File: config.mk
export PLATFORM = sky130hd
export DESIGN_NAME = basic_homework11
export DESIGN_NICKNAME = d
export VERILOG_FILES = /design/src/rtl/basic_homework11.sv
export SDC_FILE = /design/constraint.sdc
export NUM_CORES = 1
export LEC_CHECK = 0
export ABC_CLOCK_PERIOD_IN_PS = 1900
export BUFFER_PORTS_ARGS = -buffer_cell sky130_fd_sc_hd__buf_4
export CORE_AREA = 2 2 39 41
export DETAILED_ROUTE_END_ITERATION = 10
export DIE_AREA = 0 0 41 43
export GPL_ROUTABILITY_DRIVEN = 0
export SYNTH_ARGS = -nofsm -noshare
export SYNTH_HDL_FRONTEND = slang
export SYNTH_SLANG_ARGS = --single-unit
File: constraint.sdc
create_clock -name CLK -period 1.9 [get_ports CLK]
set_input_delay 0.19 -clock CLK [delete_from_list [all_inputs] [get_ports CLK]]
set_output_delay 0.19 -clock CLK [all_outputs]
set_load 0.01 [all_outputs]
File: src/rtl/basic_homework11.sv
// Presettable synchronous binary counter (74161-style) with terminal-count carry.
// Latency: load/count take effect one CLK edge later; MR clears Q asynchronously; CO is combinational from Q.
// Backpressure: none; EN stalls the count, and BASIC_HOMEWORK11_CO_GATE_EN gates CO with EN when defined.
module basic_homework11 #(
  parameter int WIDTH   = 4,
  parameter int MODULUS = 16
) (
  input  logic             CLK,
  input  logic             MR,
  input  logic             LOAD,
  input  logic             EN,
  input  logic [WIDTH-1:0] D,
  output logic [WIDTH-1:0] Q,
  output logic             CO
);

  // Last value of the count sequence; also the wrap threshold.
  localparam logic [WIDTH-1:0] TERM = WIDTH'(MODULUS - 1);

  logic [WIDTH-1:0] q_q;
  logic [WIDTH-1:0] q_d;
  logic             tc_hit;

  // Next count: load beats enable.
  // Values at or above TERM wrap to zero, so out-of-range loads recover on the next count.
  always_comb begin
    q_d = q_q;
    if (!LOAD) begin
      q_d = D;
    end else if (EN) begin
      if (q_q >= TERM) begin
        q_d = '0;
      end else begin
        q_d = q_q + WIDTH'(1);
      end
    end
  end

  // Count register; MR clears it immediately and holds it at zero while low.
  always_ff @(posedge CLK or negedge MR) begin
    if (!MR) begin
      q_q <= '0;
    end else begin
      q_q <= q_d;
    end
  end

  assign tc_hit = (q_q == TERM);
  assign Q      = q_q;

`ifdef BASIC_HOMEWORK11_CO_GATE_EN
  // Ripple-enable cascades need the carry to drop whenever this stage is not counting.
  assign CO = tc_hit & EN;
`else
  assign CO = tc_hit;
`endif

endmodule

# Word-level counts from Yosys, hierarchy flattened
# Cells that the tools add are included.
# op_classes
add_sub_neg	1
magnitude_cmp	1
eq_ne	2
mux	3
# op_table
op	count
2-to-1 mux 4 bit	3
adder 4 x 1 -> 4 bit, second input constant	1
equality test 4 bit, second input constant	1
>= comparator 4 bit, second input constant	1
inequality test 2 bit, second input constant	1
# word_totals
ff_bits	4
inputBits	8
wordCells	8

# Logic depth before layout (Yosys ltp)
# logic_depth
ltp_word	4
mapped_depth	4
depth_no_buf	4

# Worst setup path before layout
# Ideal clock, no wire load.
# synth_timing
path_type	flip-flop to flip-flop
from	register q_q[0], in the netlist Q[0]
to	register q_q[0], in the netlist Q[0]
setup_time_ns	0.065
arrival_time_ns	1.150
required_ns	1.835
slack_ns	0.686
stages_incl_launch_ff	5
n_path_buf	0
cell_sequence	dfrtp_1 > ha_1 > and3_1 > o211ai_1 > o21a_1
# synth_via
elab_chain_cells	4
word_cells_on_any_way	5
# synth_lines
item	line	source
start: declaration	20	logic [WIDTH-1:0] q_q;
start signal: assignment	44	q_q <= q_d;
adder 4 x 1 -> 4 bit or >= comparator 4 bit (tied branches)	34, 31	
2-to-1 mux 4 bit (*)	31	if (q_q >= TERM) begin
2-to-1 mux 4 bit (*)	30	end else if (EN) begin
2-to-1 mux 4 bit (*)	28	if (!LOAD) begin
# Every way passes the cells marked *; elsewhere a longest branch is shown, timed or not. The select of a mux whose other input is x is not followed.
# A chain may end at the register's enable or synchronous reset.

# Worst setup path in the final report
# layout_timing
from	register q_q[0], in the netlist Q[0]
to	output CO
# layout_via
elab_chain_cells	1
# layout_lines
item	line	source
equality test 4 bit	48	assign tc_hit = (q_q == TERM);
end: declaration	14	output logic CO
# No other way between the ends.

==> results.yml <==
synthesis:
  yosysTopAreaCellShare_pct: 44.44
  synth.avg_cell_area_um2: 9.009
  synth_top_cell_by_area: "dfrtp_1"
  synth.distinct_cells: 15
  synth_area_um2: 225.2
  synth_area_leaders: "dfrtp_1 (44%), a21oi_1 (6.7%), ha_1 (5.6%)"
  synth-seq-area-share_pct: 44.44
  ys_ff_latch: 4
  yosysWarnings: 0
  synth_fp_nets: 34
  syn_inst: 25
floorplan:
  die_area_um2: 1763
  die_h_um: 43
  rows: 14
  coreArea_um2: 1384
  die_width_um: 41
  ios: 13
  floorplan.initialDensity_pct: 16.27
layout:
  fin_nets: 51
  largest_register_ffs: 4
  instances_no_fill: 56
  drive_above_1_share_pct: 37.50
  finish.utilization_pct: 26.22
  area_growth_pct: 61.11
  n_antenna_cell: 0
route:
  via_per_inst: 4.036
  drtIter0Drc: 4
  drc: 0
  num_vias: 226
  routed_wl_um: 485
  postRouteAntennaNets: 0
  avgRoutedWirePerCell_um: 8.661
  dr.pass1.iters: 2
timing:
  fin_crit_sh_pct: 73.93
  fin_crit_ns: 1.405
  finalHoldViolCount: 0
  setup_slack_ns: 0.4952
  max-slew-margin-rel_pct: 88.70
  skew_ns: 0.006853
  tightest_slew_ns: 0.1695
  fmax_mhz: 711.9
  setup-violations-final: 0
  slew_violations: 0
  tns_ns: 0
  rsz0062_at_grt: "false"
global_route:
  grt_pass1_wl_um: 765
  grt_use_total_pct: 7.337
  grt_pass1_vias: 187
  grt_max_degree: 9
  antenna_found_initial: 0
  overflow: 0
place:
  dp.cells: 52
  portBuffers: 12
  place_ws_ns: 0.7062
pwr:
  peakVddDrop_mv: 0.4327
  total_power_w: 0.0002924
  leakage_nw: 0.1709
  powerDensity_nw_per_um2: 805.8
setup_path:
  arrival_ns: 1.21
  critPathMaxFanout: 6
  cp.required_ns: 1.71
  startpoint_type: "register"
  path_class: "register to output port"
  cp-end-kind: "output port"
clocking:
  ctsHtreeMaxLevel: 1
  cts_hold_buffers: 1
  cts_sinks: 4
  ctsResizeCount: 0
  cts_tree: "built"
  clockBufferDepth: 2
  root_buffer: "clkbuf_4"
  postCtsSetupRepairBufs: 0
  numCtsBuffers: 3
  clock_latency_ns: 0.24
  path_clk_slew_ns: 0.04
status:
  status: "finished clean"
flow_run:
  maxCapViolations: 0
worst_hold_path:
  min_path_type: "input pin to register"
worst paths after layout:
| check | cells after the start | slack (ns) | startpoint | to |
|---|---|---|---|---|
| max | 3 | 0.50 | Q[0]$_DFFE_PN0P_ | CO |
| min | 2 | 0.16 | D[0] | Q[0]$_DFFE_PN0P_ |
| max reg2reg | 4 | 0.70 | Q[0]$_DFFE_PN0P_ | Q[0]$_DFFE_PN0P_ |
| min reg2reg | 2 | 0.59 | Q[3]$_DFFE_PN0P_ | Q[3]$_DFFE_PN0P_ |
| max in group asynchronous | 2 | 1.50 | MR | Q[2]$_DFFE_PN0P_ |
| min in group asynchronous | 2 | 0.29 | MR | Q[3]$_DFFE_PN0P_ |
area by class of cell:
cell class / instances / area [µm²]
fillers: 155 / 1021
repair buffers: 13 / 100.1
flip-flops and latches: 4 / 100.1
multi-input cells: 20 / 120.1
clock buffers: 3 / 22.52
well taps: 16 / 20.02
cells by family (layout without fill, tap and decap cells):
| logic type | after synthesis | in the layout | share of synthesized area, % |
|---|---|---|---|
| AND/OR/NAND/NOR | 10 | 10 | 21.11 |
| AO/OA/AOI/OAI | 7 | 7 | 18.33 |
| flip-flops | 4 | 4 | 44.45 |
| adder cells (fa/ha/maj) | 1 | 1 | 5.555 |
| XOR/XNOR | 1 | 1 | 3.890 |
| multiplexers | 1 | 1 | 4.445 |
| buffers and inverters | 1 | 16 | 2.220 |
power breakdown:
group / switching [W] / internal (W) / total (W)
combinational: 0.0000316 / 0.0000438 / 0.0000755
sequential: 0.0000127 / 0.0000965 / 0.000109
clock: 0.0000369 / 0.0000708 / 0.000108
total: 0.0000812 / 0.000211 / 0.000292
per-layer routing:
layer | vias to the layer above | global-route usage (%) | wire length (µm)
li1 | 121 | - | -
met1 | 92 | 9.032 | 190
met2 | 13 | 7.187 | 206
met3 | 0 | 9.948 | 88
met4 | 0 | 2.000 | 0
met5 | - | 0 | 0
stage by stage:
stage,instance area (µm²),hold WS [ns]
after floorplan,225.2,-0.1056
after global placement,330.3,-0.008949
after detailed placement,330.3,-0.009086
after CTS,362.8,0.1597
after global routing,362.8,0.1526
final,362.8,0.1622
cells in the final DEF, fill, tap and decap left out:
cell           synthesis  final
o211ai_1               1      1
a21oi_1                3      3
and3_1                 1      1
dfrtp_1                4      4
nor2_1                 3      3
ha_1                   1      1
buf_4                  0     12
nand2b_1               2      2
dlygate4sd3_1          0      1
o21a_1                 1      1
clkbuf_4               0      3
or3_1                  1      1
nand2_1                3      3
xor2_1                 1      1
mux2i_1                1      1
o21ai_0                1      1
a31oi_1                1      1
Yosys cell counts, drive strengths merged:
| library cell | n |
|---|---|
| ha | 1 |
| o21ai | 1 |
| o211ai | 1 |
| nor2 | 3 |
| xor2 | 1 |
| nand2 | 3 |
| mux2i | 1 |
| nand2b | 2 |
| and3 | 1 |
| buf | 1 |
| o21a | 1 |
| dfrtp | 4 |
| a21oi | 3 |
| a31oi | 1 |
| or3 | 1 |
critical path: stages (launching register included):
cell and delay [ns]:
dfrtp_1 0.42, ha_1 0.25, and3_1 0.16, buf_4 0.14
(Power assumes the default switching activity.)
